<file path="config.mk">
export PLATFORM = sky130hd
export DESIGN_NAME = interrupt_unit_flat
export DESIGN_NICKNAME = d
export VERILOG_FILES = /design/src/rtl/interrupt_unit_pkg.sv /design/src/rtl/interrupt_unit_if.sv /design/src/rtl/interrupt_unit_irq_sync_edge.sv /design/src/rtl/interrupt_unit.sv /design/src/flat_wrapper.sv
export SDC_FILE = /design/constraint.sdc
export NUM_CORES = 1
export LEC_CHECK = 0
export CAP_MARGIN = 5
export CORE_ASPECT_RATIO = 1.1
export CORE_MARGIN = 2
export CORE_UTILIZATION = 49
export DETAILED_ROUTE_END_ITERATION = 6
export PLACE_DENSITY = 0.78
export SYNTH_ARGS = -nofsm -noshare
export SYNTH_HDL_FRONTEND = slang
export SYNTH_SLANG_ARGS = --single-unit
</file>
<file path="constraint.sdc">
create_clock -name clk -period 1.97 [get_ports clk]
set_clock_uncertainty 0.05 [all_clocks]
set_input_delay 0.197 -clock clk [delete_from_list [all_inputs] [get_ports clk]]
set_output_delay 0.197 -clock clk [all_outputs]
set_load 0.01 [all_outputs]
</file>
<file path="src/rtl/interrupt_unit_pkg.sv">
// Shared constants and helpers for the interrupt front-end of the status counter.
package interrupt_unit_pkg;

  localparam int unsigned N_IRQ_DEFAULT       = 4;
  localparam int unsigned N_IRQ_MAX           = 8;
  localparam int unsigned SYNC_STAGES_DEFAULT = 2;

  // Every source starts enabled; the global enable starts off.
  localparam logic [N_IRQ_MAX-1:0] MASK_RESET = '1;
  localparam logic                 IE_RESET   = 1'b0;

  // Width of the vector output, never narrower than one bit.
  function automatic int unsigned vec_width(input int unsigned n);
    return (n < 2) ? 1 : $clog2(n);
  endfunction

  // Fixed-priority encoder: index of the lowest set bit, 0 when none is set.
  function automatic logic [2:0] lowest_set(input logic [N_IRQ_MAX-1:0] v);
    logic [2:0] idx;
    idx = '0;
    for (int i = int'(N_IRQ_MAX) - 1; i >= 0; i--) begin
      if (v[i]) idx = 3'(i);
    end
    return idx;
  endfunction

endpackage

</file>
<file path="src/rtl/interrupt_unit_if.sv">
// Request/acknowledge bundle between the interrupt unit and its environment.
interface interrupt_unit_if #(
  parameter int unsigned N_IRQ = interrupt_unit_pkg::N_IRQ_DEFAULT
);
  import interrupt_unit_pkg::*;

  localparam int unsigned VW = vec_width(N_IRQ);

  // Environment to unit
  logic [N_IRQ-1:0] irq_in;
  logic             ie_set;
  logic             ie_clr;
  logic             mask_we;
  logic [N_IRQ-1:0] mask_wdata;
  logic             IT0;
  logic             IT2;

  // Unit to environment
  logic             ITA;
  logic [VW-1:0]    VEC;
  logic             IE;
  logic [N_IRQ-1:0] PEND;
  logic             IN_SVC;

  // Environment side: external lines, software strobes and status-counter states.
  modport master (
    output irq_in, ie_set, ie_clr, mask_we, mask_wdata, IT0, IT2,
    input  ITA, VEC, IE, PEND, IN_SVC
  );

  // Interrupt unit side.
  modport slave (
    input  irq_in, ie_set, ie_clr, mask_we, mask_wdata, IT0, IT2,
    output ITA, VEC, IE, PEND, IN_SVC
  );

endinterface

</file>
<file path="src/rtl/interrupt_unit_irq_sync_edge.sv">
// Multi-flop synchronizer for one asynchronous line followed by a rising-edge detector.
module irq_sync_edge #(
  parameter int unsigned SYNC_STAGES = 2
) (
  input  logic clk,
  input  logic reset,
  input  logic async_in,
  output logic rise
);

  logic [SYNC_STAGES-1:0] sync_q;
  logic                   prev_q;

  // Shift the line through the synchronizer and remember the last synchronized value.
  always_ff @(posedge clk or posedge reset) begin
    if (reset) begin
      sync_q <= '0;
      prev_q <= 1'b0;
    end else begin
      sync_q <= {sync_q[SYNC_STAGES-2:0], async_in};
      prev_q <= sync_q[SYNC_STAGES-1];
    end
  end

  // One-cycle pulse when the synchronized line goes 0 -> 1.
  assign rise = sync_q[SYNC_STAGES-1] & ~prev_q;

endmodule

</file>
<file path="src/rtl/interrupt_unit.sv">
// Interrupt front-end: latches synchronized rising edges as pending requests, masks them,
// raises ITA toward the status counter and commits the captured candidate on IT0.
module interrupt_unit
  import interrupt_unit_pkg::*;
#(
  parameter int unsigned N_IRQ       = N_IRQ_DEFAULT,
  parameter int unsigned SYNC_STAGES = SYNC_STAGES_DEFAULT
) (
  input  logic            clk,
  input  logic            reset,
  interrupt_unit_if.slave bus
);

  localparam int unsigned VW = vec_width(N_IRQ);

  logic [N_IRQ-1:0] rise;
  logic [N_IRQ-1:0] elig;
  logic [N_IRQ-1:0] commit_clr;
  logic [VW-1:0]    cand;

  logic [N_IRQ-1:0] pend_q,   pend_d;
  logic [N_IRQ-1:0] mask_q,   mask_d;
  logic             ie_q,     ie_d;
  logic             ita_q,    ita_d;
  logic [VW-1:0]    cand_q,   cand_d;
  logic [VW-1:0]    vec_q,    vec_d;
  logic             in_svc_q, in_svc_d;

  // One synchronizer/edge detector per source.
  for (genvar i = 0; i < int'(N_IRQ); i++) begin : g_sync
    irq_sync_edge #(
      .SYNC_STAGES (SYNC_STAGES)
    ) u_sync (
      .clk      (clk),
      .reset    (reset),
      .async_in (bus.irq_in[i]),
      .rise     (rise[i])
    );
  end

  // Next-state logic for all unit registers.
  always_comb begin
    elig       = pend_q & mask_q;
    cand       = VW'(lowest_set(N_IRQ_MAX'(elig)));
    commit_clr = '0;
    pend_d     = pend_q;
    mask_d     = mask_q;
    ie_d       = ie_q;
    ita_d      = 1'b0;
    cand_d     = cand_q;
    vec_d      = vec_q;
    in_svc_d   = in_svc_q;

    // Commit clears the source captured with ITA; a fresh edge on it still wins.
    if (bus.IT0) begin
      commit_clr = N_IRQ'(1) << cand_q;
      vec_d      = cand_q;
    end
    pend_d = (pend_q & ~commit_clr) | rise;

    if (bus.mask_we) mask_d = bus.mask_wdata;

    // Clear beats set, and acceptance always drops the enable.
    if (bus.ie_set)            ie_d = 1'b1;
    if (bus.ie_clr || bus.IT0) ie_d = 1'b0;

    ita_d = (|elig) & ie_q & ~bus.IT0 & ~in_svc_q;
    if (ita_d) cand_d = cand;

    if (bus.IT0)      in_svc_d = 1'b1;
    else if (bus.IT2) in_svc_d = 1'b0;
  end

  // Unit state registers.
  always_ff @(posedge clk or posedge reset) begin
    if (reset) begin
      pend_q   <= '0;
      mask_q   <= MASK_RESET[N_IRQ-1:0];
      ie_q     <= IE_RESET;
      ita_q    <= 1'b0;
      cand_q   <= '0;
      vec_q    <= '0;
      in_svc_q <= 1'b0;
    end else begin
      pend_q   <= pend_d;
      mask_q   <= mask_d;
      ie_q     <= ie_d;
      ita_q    <= ita_d;
      cand_q   <= cand_d;
      vec_q    <= vec_d;
      in_svc_q <= in_svc_d;
    end
  end

  assign bus.ITA    = ita_q;
  assign bus.VEC    = vec_q;
  assign bus.IE     = ie_q;
  assign bus.PEND   = pend_q;
  assign bus.IN_SVC = in_svc_q;

endmodule

</file>
<file path="src/flat_wrapper.sv">
// flat-port wrapper written by rule: the top's interface ports become plain ports
module interrupt_unit_flat import interrupt_unit_pkg::*;
#(
  parameter int unsigned N_IRQ       = N_IRQ_DEFAULT,
  parameter int unsigned SYNC_STAGES = SYNC_STAGES_DEFAULT
)
  (clk, reset, bus_irq_in, bus_ie_set, bus_ie_clr, bus_mask_we, bus_mask_wdata, bus_IT0, bus_IT2, bus_ITA, bus_VEC, bus_IE, bus_PEND, bus_IN_SVC);
  interrupt_unit_if #(.N_IRQ(N_IRQ)) bus_i ();
  input  logic clk;
  input  logic reset;
  input wire logic [$bits(bus_i.irq_in)-1:0] bus_irq_in;
  input wire logic [$bits(bus_i.ie_set)-1:0] bus_ie_set;
  input wire logic [$bits(bus_i.ie_clr)-1:0] bus_ie_clr;
  input wire logic [$bits(bus_i.mask_we)-1:0] bus_mask_we;
  input wire logic [$bits(bus_i.mask_wdata)-1:0] bus_mask_wdata;
  input wire logic [$bits(bus_i.IT0)-1:0] bus_IT0;
  input wire logic [$bits(bus_i.IT2)-1:0] bus_IT2;
  output wire logic [$bits(bus_i.ITA)-1:0] bus_ITA;
  output wire logic [$bits(bus_i.VEC)-1:0] bus_VEC;
  output wire logic [$bits(bus_i.IE)-1:0] bus_IE;
  output wire logic [$bits(bus_i.PEND)-1:0] bus_PEND;
  output wire logic [$bits(bus_i.IN_SVC)-1:0] bus_IN_SVC;
  assign bus_i.irq_in = bus_irq_in;
  assign bus_i.ie_set = bus_ie_set;
  assign bus_i.ie_clr = bus_ie_clr;
  assign bus_i.mask_we = bus_mask_we;
  assign bus_i.mask_wdata = bus_mask_wdata;
  assign bus_i.IT0 = bus_IT0;
  assign bus_i.IT2 = bus_IT2;
  assign bus_ITA = bus_i.ITA;
  assign bus_VEC = bus_i.VEC;
  assign bus_IE = bus_i.IE;
  assign bus_PEND = bus_i.PEND;
  assign bus_IN_SVC = bus_i.IN_SVC;
  interrupt_unit #(.N_IRQ(N_IRQ), .SYNC_STAGES(SYNC_STAGES)) u_core (.clk(clk), .reset(reset), .bus(bus_i));
endmodule
</file>
Yosys cells after proc, flatten, opt, wreduce, memory -nomap -nowiden --
Cells that the tools add are included.
Word-level totals: register bits after elaboration 27, output and inout bits 9, input bits 15, logic and storage cells 46
Operators by class: reductions and logical operators 4, bitwise operators 17, shift operators 1, muxes and demuxes 9
Operators with widths (count):
- $and 4x4->4 | 2
- $mux 2 | 4
- $and 1x1->1 | 7
- $not 1->1 | 6
- $mux 1 | 4
- $mux 4 | 1
- $not 4->4 | 1
- $or 4x4->4 | 1
- $reduce_bool 2->1 | 2
- $reduce_or 4->1 | 1
- $shl 1x2->4 const A | 1
- $logic_or 1x1->1 | 1

Depth between registers and ports, before layout --
Gate-level depths: netlist of the first run.
word-level depth 5, depth in mapped cells 3, gate-level depth less buffers 3

Modules after synthesis --
Synthesis of the first run repeated with hierarchy kept, for this count alone.
Unflattened totals: cells, all modules 69, area, all modules 996.0 um^2
Modules (own cells, without submodules):
- interrupt_unit | instances 1, sequential area each 380.4 um^2, area an instance 625.6 um^2, cells an instance 49
- irq_sync_edge | instances 4, sequential area each 75.1 um^2, area an instance 92.6 um^2, cells an instance 5

Least setup slack after synthesis of the first run --
No wires, ideal clock.
path kind reg-to-reg, start register u_core.in_svc_q, in the netlist u_core.bus.IN_SVC, end register u_core.cand_q[1], data required time 1.800 ns, period minus slack after synthesis 1.221 ns, stages on the path, launching flop included 3, data arrival time 1.051 ns, buffers on the path 0, slack 0.749 ns, library setup time 0.120 ns, path through dfrtp_1 or3b_4 o22a_2
On the way: word-level cells in the longest chain between the ends 2
Ends and longest elaborated chain:
- start: declaration | line interrupt_unit.sv:27 | logic in_svc_q, in_svc_d;
- start signal: assignment | line interrupt_unit.sv:91 | in_svc_q <= in_svc_d;
- $not 1->1 | line interrupt_unit.sv:67 | ita_d = (|elig) & ie_q & ~bus.IT0 & ~in_svc_q;
- $and 1x1->1 | line interrupt_unit.sv:67
- end signal: assignment | line interrupt_unit.sv:89 | cand_q <= cand_d;
- end: declaration | line interrupt_unit.sv:25 | logic [VW-1:0] cand_q, cand_d;
No other way between the ends. A chain may end at the register's enable or synchronous reset.

Worst setup path in the final report of the first run --
start register u_core.pend_q[2], in the netlist u_core.bus.PEND[2], end output bus_PEND[2]
RTL lines:
- start: declaration | line interrupt_unit.sv:21 | logic [N_IRQ-1:0] pend_q, pend_d;
- start signal: assignment | line interrupt_unit.sv:85 | pend_q <= pend_d;
- end: declaration | line flat_wrapper.sv:21 | output wire logic [$bits(bus_i.PEND)-1:0] bus_PEND;
No word-level cell between the ends.

==> qor.yml, run 1 <==
status: "completed"
wl_per_cell_um: 13.5
grt_pass1_vias: 674
ys_top_cells_by_area: "dfrtp_1 (62%), dfstp_2 (11%), mux2_2 (6.1%), o21ai_0 (4.9%), inv_1 (3.2%)"
hpwl_um: 1160
grt_first_pass_wirelength_um: 2680
synthCells: 66
fin_ws_ns: 0.412
die-height_um: 49.6
worst_setup_path_start_kind: "flop"
hp-class: "in2async"
relSlewSlack: 0.784
overflow: 0
use_met3: 0.0220
max_freq_ghz: 0.642
syn-mean-instance-area_um2: 14.0
placementRows: 16
yosysTopAreaCellShare: 0.622
vdd.ir_drop.worst_uv: 675
syn_to_final_growth_pct: 30.9
worstSkewPairLatency_ns: 0.31
cts_resized: 0
yosysSeqAreaShare: 0.735
io_pins: 24
leakage_nw: 0.534
dieArea_um2: 2250
drc: 0
cap_violations: 0
synth_fp_nets: 81
post-place-cells: 108
dp_slack_ns: 0.387
via_per_inst: 5.29
timing.final.hold_violations: 0
synth_area_um2: 926
clk_pin_slew_worst_paths_ns: 0.13
first_iter_violations: 4
ys_async_sr_fraction: 1.00
numCtsBuffers: 3
grt_max_degree: 28
synth-edff-count: 0
antenna_left: 0
synth_cell_types: 17
coreArea_um2: 1780
setup_viol: 0
fin_nets: 110
path_max_fanout: 4
finalWeightedCongestion: 0.743
fin_setup_tns_ns: 0
endpoint_kind: "output pin"
worstPathRequired_ns: 1.72
cts.sinks: 27
post_cts_buffers: 0
slew_violations: 0
critical_path.slowest_cell: "clkdlybuf4s50_1"
layout-drive-gt1-share: 0.170
yosys_warnings: 0
critPathMaxStageDelay_ns: 0.57
synth_top_area_cell: "dfrtp_1"
grtUsageTotal: 0.163
rsz0062_at_grt: "false"
cts_tree: "yes"
io_buffers: 23
ctsRootBufferMaster: "clkbuf_4"
vias: 593
busiest_layer: "met2"
cp_top_family: "buffers and inverters"
worstPathArrival_ns: 1.31
tightest_slew_ns: 0.324
crit_type: "reg2out"
critPathBufInv: 1
use_met2: 0.296
first_pass_iters: 4
grtUsageMet1: 0.178
drt_wl_total_um: 1520
antenna_found_initial: 0
htree_levels: 1
antennaDiodeCount: 0
postCtsHoldBufs: 0
final_cells: 112
finalCritPeriodShare: 0.791
die_w_um: 45.4
initial_core_util: 0.520
crit_chain: "clkdlybuf4s50_1"
ys_ff_latch: 27
clk_path_buf_depth: 2
powerDensity_nw_per_um2: 1000
fin_crit_ns: 1.56
ys.flop_type: "dfrtp_1"
## cell usage after synthesis (2+ instances only)
master   number
inv_1         8
a21oi_1       3
nor2_1        2
dfstp_2       4
a22oi_1       2
dfrtp_1      23
mux2_2        5
nand2_1       2
o21ai_0       9
## registers in the layout, indices dropped and copies added, names as in the netlist
signal	flops
u_core.bus.IE	1
u_core.bus.IN_SVC	1
u_core.bus.ITA	1
u_core.bus.PEND	4
u_core.bus.VEC	2
u_core.cand_q	2
u_core.g_sync.u_sync.prev_q	4
u_core.g_sync.u_sync.sync_q	8
u_core.mask_q	4
## worst paths after layout
path	from	end	slack, ns	depth (start not counted)
min in group clk	bus_irq_in[3]	u_core.g_sync[3].u_sync.sync_q[0]	0.26	1
worst min register to register	u_core.g_sync[1].u_sync.sync_q[0]	u_core.g_sync[1].u_sync.sync_q[1]	0.32	0
worst min-delay path	reset	u_core.bus.PEND[2]	0.17	3
worst max-delay path	u_core.bus.PEND[2]	bus_PEND[2]	0.41	1
max in group asynchronous	reset	u_core.mask_q[3]	1.40	3
worst max register to register	u_core.bus.IN_SVC	u_core.cand_q[1]	0.72	2
## per-stage QoR
step	hold WS [ns]	power, W	util	area (um2)
floorplan	0.178	0.000837	-	926
global placement	0.283	0.000991	0.666	1190
detailed placement	0.290	0.00101	0.666	1190
CTS	0.179	0.00123	0.680	1210
global route	0.216	0.00129	0.680	1210
finish	0.170	0.00121	0.680	1210
## final cells by class
| type | instances | area [um2] |
|---|---|---|
| sequential | 27 | 681 |
| multi-input combinational | 31 | 215 |
| clock buffer | 4 | 26.3 |
| inverter | 8 | 30.0 |
| timing repair buffer | 24 | 238 |
| fill | 137 | 569 |
| tap | 18 | 22.5 |
## routing by layer
metal	up-vias	wire length (um)
met4	0	13
met5	-	0
li1	278	-
met3	2	69
met1	293	623
met2	20	809
## power by group
group          internal [W]  switching (W)  total, W
registers          0.000644      0.0000730  0.000717
logic              0.000166       0.000110  0.000276
clock network     0.0000790       0.000142  0.000221
## kinds of logic (layout without fill, tap and decap cells)
family / count (synthesis) / after routing / synth area share
mux: 5 / 5 / 0.0608
buf+inv: 8 / 36 / 0.0324
compound gates: 18 / 18 / 0.122
flops: 27 / 27 / 0.735
simple gates: 8 / 8 / 0.0500
## layout by cell type, fill, tap and decap left out, types with 2 or more instances in the layout
cell,n
dfstp_2,4
clkdlybuf4s50_1,23
inv_1,8
dfrtp_1,23
clkbuf_4,3
a21oi_1,3
mux2_2,5
o21ai_0,9
a22oi_1,2
nor2_1,2
nand2_1,2
No activity file was read; power rests on OpenSTA's default activity.
==> run 2: changes to the inputs <==
CORE_UTILIZATION = 41   (was 49)
PLACE_DENSITY = 0.7   (was 0.78)
clock period = 1.32 ns   (was 1.97 ns; I/O delays follow)
==> run 2 against run 1 <==
Against the previous run:
- count of clock-buffer cells in the layout down 1
- non-clock buffer count up 6
- sequential power up 45%
- wire length up 7.7%
- highest routed layer unchanged
==> qor.yml, run 2 (synthesis gave the netlist of run 1 again) <==
status: "completed"  # unchanged
htree_levels: 1  # unchanged
io_pins: 24  # unchanged
stdcell_area_um2: 1280  # was 1210 um2
fillCellCount: 199  # was 137
grt_max_degree: 28  # unchanged
fin_crit_ns: 1.27
final_cells: 130  # was 112
first_pass_iters: 4  # unchanged
antennaDiodeCount: 0  # unchanged
top_register: "u_core.g_sync.u_sync.sync_q"  # unchanged
worst_setup_path_start_kind: "flop"  # unchanged
die_w_um: 49.3  # was 45.4 um
finalCritPeriodShare: 0.960
max_freq_ghz: 0.789
grtUsageTotal: 0.148  # was 0.163
postCtsHoldBufs: 0  # unchanged
crit_chain: "buf_4 > or3b_4 > o22a_2"  # was clkdlybuf4s50_1
ctsRootBufferMaster: "clkbuf_4"  # unchanged
overflow: 0  # unchanged
post-place-cells: 121  # was 108
crit_type: "reg2reg"  # was reg2out
path_max_fanout: 3  # was 4
numCtsBuffers: 3  # unchanged
final_cell_mix: "dfrtp_1 (23), clkdlybuf4s50_1 (14), o21ai_0 (9), dlygate4sd2_1 (9), inv_1 (8)"  # was clkdlybuf4s50_1 (23), dfrtp_1 (23), o21ai_0 (9), inv_1 (8), mux2_2 (5)
cap_violations: 0  # unchanged
die-height_um: 53.8  # was 49.6 um
clk_pin_slew_worst_paths_ns: 0.14  # was 0.13 ns
critPathMaxStageDelay_ns: 0.38  # was 0.57 ns
critical_path.slowest_cell: "dfrtp_1"  # was clkdlybuf4s50_1
io_buffers: 23  # unchanged
via_per_inst: 4.91  # was 5.29
fin_nets: 116  # was 110
hp-class: "in2async"  # unchanged
rr_worst_depth: 3  # was 2
syn_to_final_growth_pct: 38.0  # was 30.9%
endpoint_kind: "flop"  # was output pin
dieArea_um2: 2650  # was 2250 um2
hold_ws_ns: 0.0685  # was 0.170 ns
final_common_cell: "dfrtp_1"
coreArea_um2: 2180  # was 1780 um2
vias: 638  # was 593
tightest_slew_ns: 0.274  # was 0.324 ns
leakage_nw: 0.581  # was 0.534 nW
vdd.ir_drop.worst_uv: 1040  # was 675 uV
setup_viol: 0  # unchanged
drc: 0  # unchanged
worstSkewPairLatency_ns: 0.32  # was 0.31 ns
timing.final.hold_violations: 0  # unchanged
fin_ws_ns: 0.0525  # was 0.412 ns
grt_first_pass_wirelength_um: 2880  # was 2680 um
clk_path_buf_depth: 2  # unchanged
grt_pass1_vias: 698  # was 674
worstPathArrival_ns: 1.45  # was 1.31 ns
cts.sinks: 27  # unchanged
rsz0062_at_grt: "false"  # unchanged
placementRows: 18  # was 16
hpwl_um: 1200  # was 1160 um
antenna_left: 0  # unchanged
layout-drive-gt1-share: 0.240  # was 0.170
powerDensity_nw_per_um2: 1450  # was 1000 nW/um2
antenna_found_initial: 0  # unchanged
relSlewSlack: 0.817  # was 0.784
dp_slack_ns: -0.0629  # was 0.387 ns
cts_tree: "yes"  # unchanged
slew_violations: 0  # unchanged
first_iter_violations: 9  # was 4
largest_register_ffs: 8  # unchanged
wl_per_cell_um: 12.5  # was 13.5 um
fin_util: 0.585  # was 0.680
place_area_um2: 1220  # was 1190 um2
worstPathRequired_ns: 1.50  # was 1.72 ns
initial_core_util: 0.424  # was 0.520
drt_wl_total_um: 1630  # was 1520 um
finalWeightedCongestion: 0.824  # was 0.743
run 2: changes by cell type in the layout (fill, tap and decap cells not counted), sizes merged:
cell	before	now
clkinv	0	1
clkbuf	4	3
buf	1	7
clkdlybuf4s50	23	14
dlygate4sd2	0	9
run 2: repair_timing:
item                                    CTS  global route
setup buffers                             6             0
endpoints found under the hold margin     0             0
endpoints found under the setup margin    9             1
pin swaps                                 1             2
resized for setup                        10             1
run 2: path summary, 6_finish.rpt:
path | startpoint | endpoint | slack, ns
setup / recovery | u_core.bus.IE | u_core.cand_q[1] | 0.05
hold / removal | reset | u_core.g_sync[0].u_sync.sync_q[0] | 0.07
setup reg to reg | u_core.bus.IE | u_core.cand_q[1] | 0.05
hold reg to reg | u_core.g_sync[2].u_sync.sync_q[0] | u_core.g_sync[2].u_sync.sync_q[1] | 0.32
max in group asynchronous | reset | u_core.mask_q[0] | 0.91
min in group clk | bus_irq_in[0] | u_core.g_sync[0].u_sync.sync_q[0] | 0.18
run 2: worst max-delay path: cells and delay by family (launching register included):
family,cells,cell delay (ns)
buffers and inverters,1,0.12
AO/OA/AOI/OAI,1,0.24
AND/OR/NAND/NOR,1,0.38
flip-flops,1,0.38
run 2: cell type report:
class,count,area (um2),area share
flip-flops and latches,27,681,0.533
repair buffers,30,284,0.222
multi-input cells,31,218,0.170
well taps,30,37.5,0.0294
inverters,8,30.0,0.0235
clock buffers,3,22.5,0.0176
clock inverters,1,5.00,0.00392
run 2: metal layers:
| layer | part of all wire | track usage | up-vias |
|---|---|---|---|
| met2 | 0.51 | 0.279 | 23 |
| met1 | 0.41 | 0.160 | 314 |
| met4 | 0.023 | 0.0857 | 0 |
| li1 | - | - | 295 |
| met3 | 0.059 | 0.0250 | 6 |
| met5 | 0 | 0 | - |
run 2: power breakdown:
part           leakage, nW  switching [W]  internal [W]
Combinational        0.253       0.000212      0.000259
Clock               0.0177       0.000224      0.000113
Sequential           0.310      0.0000800      0.000960
run 2: metrics by stage:
| step | TNS (ns) | total power, W |
|---|---|---|
| floorplan | 0 | 0.00125 |
| CTS | 0 | 0.00188 |
| finish | 0 | 0.00185 |
| global route | 0 | 0.00198 |
| detailed placement | -0.119 | 0.00152 |
| global placement | -0.0600 | 0.00150 |
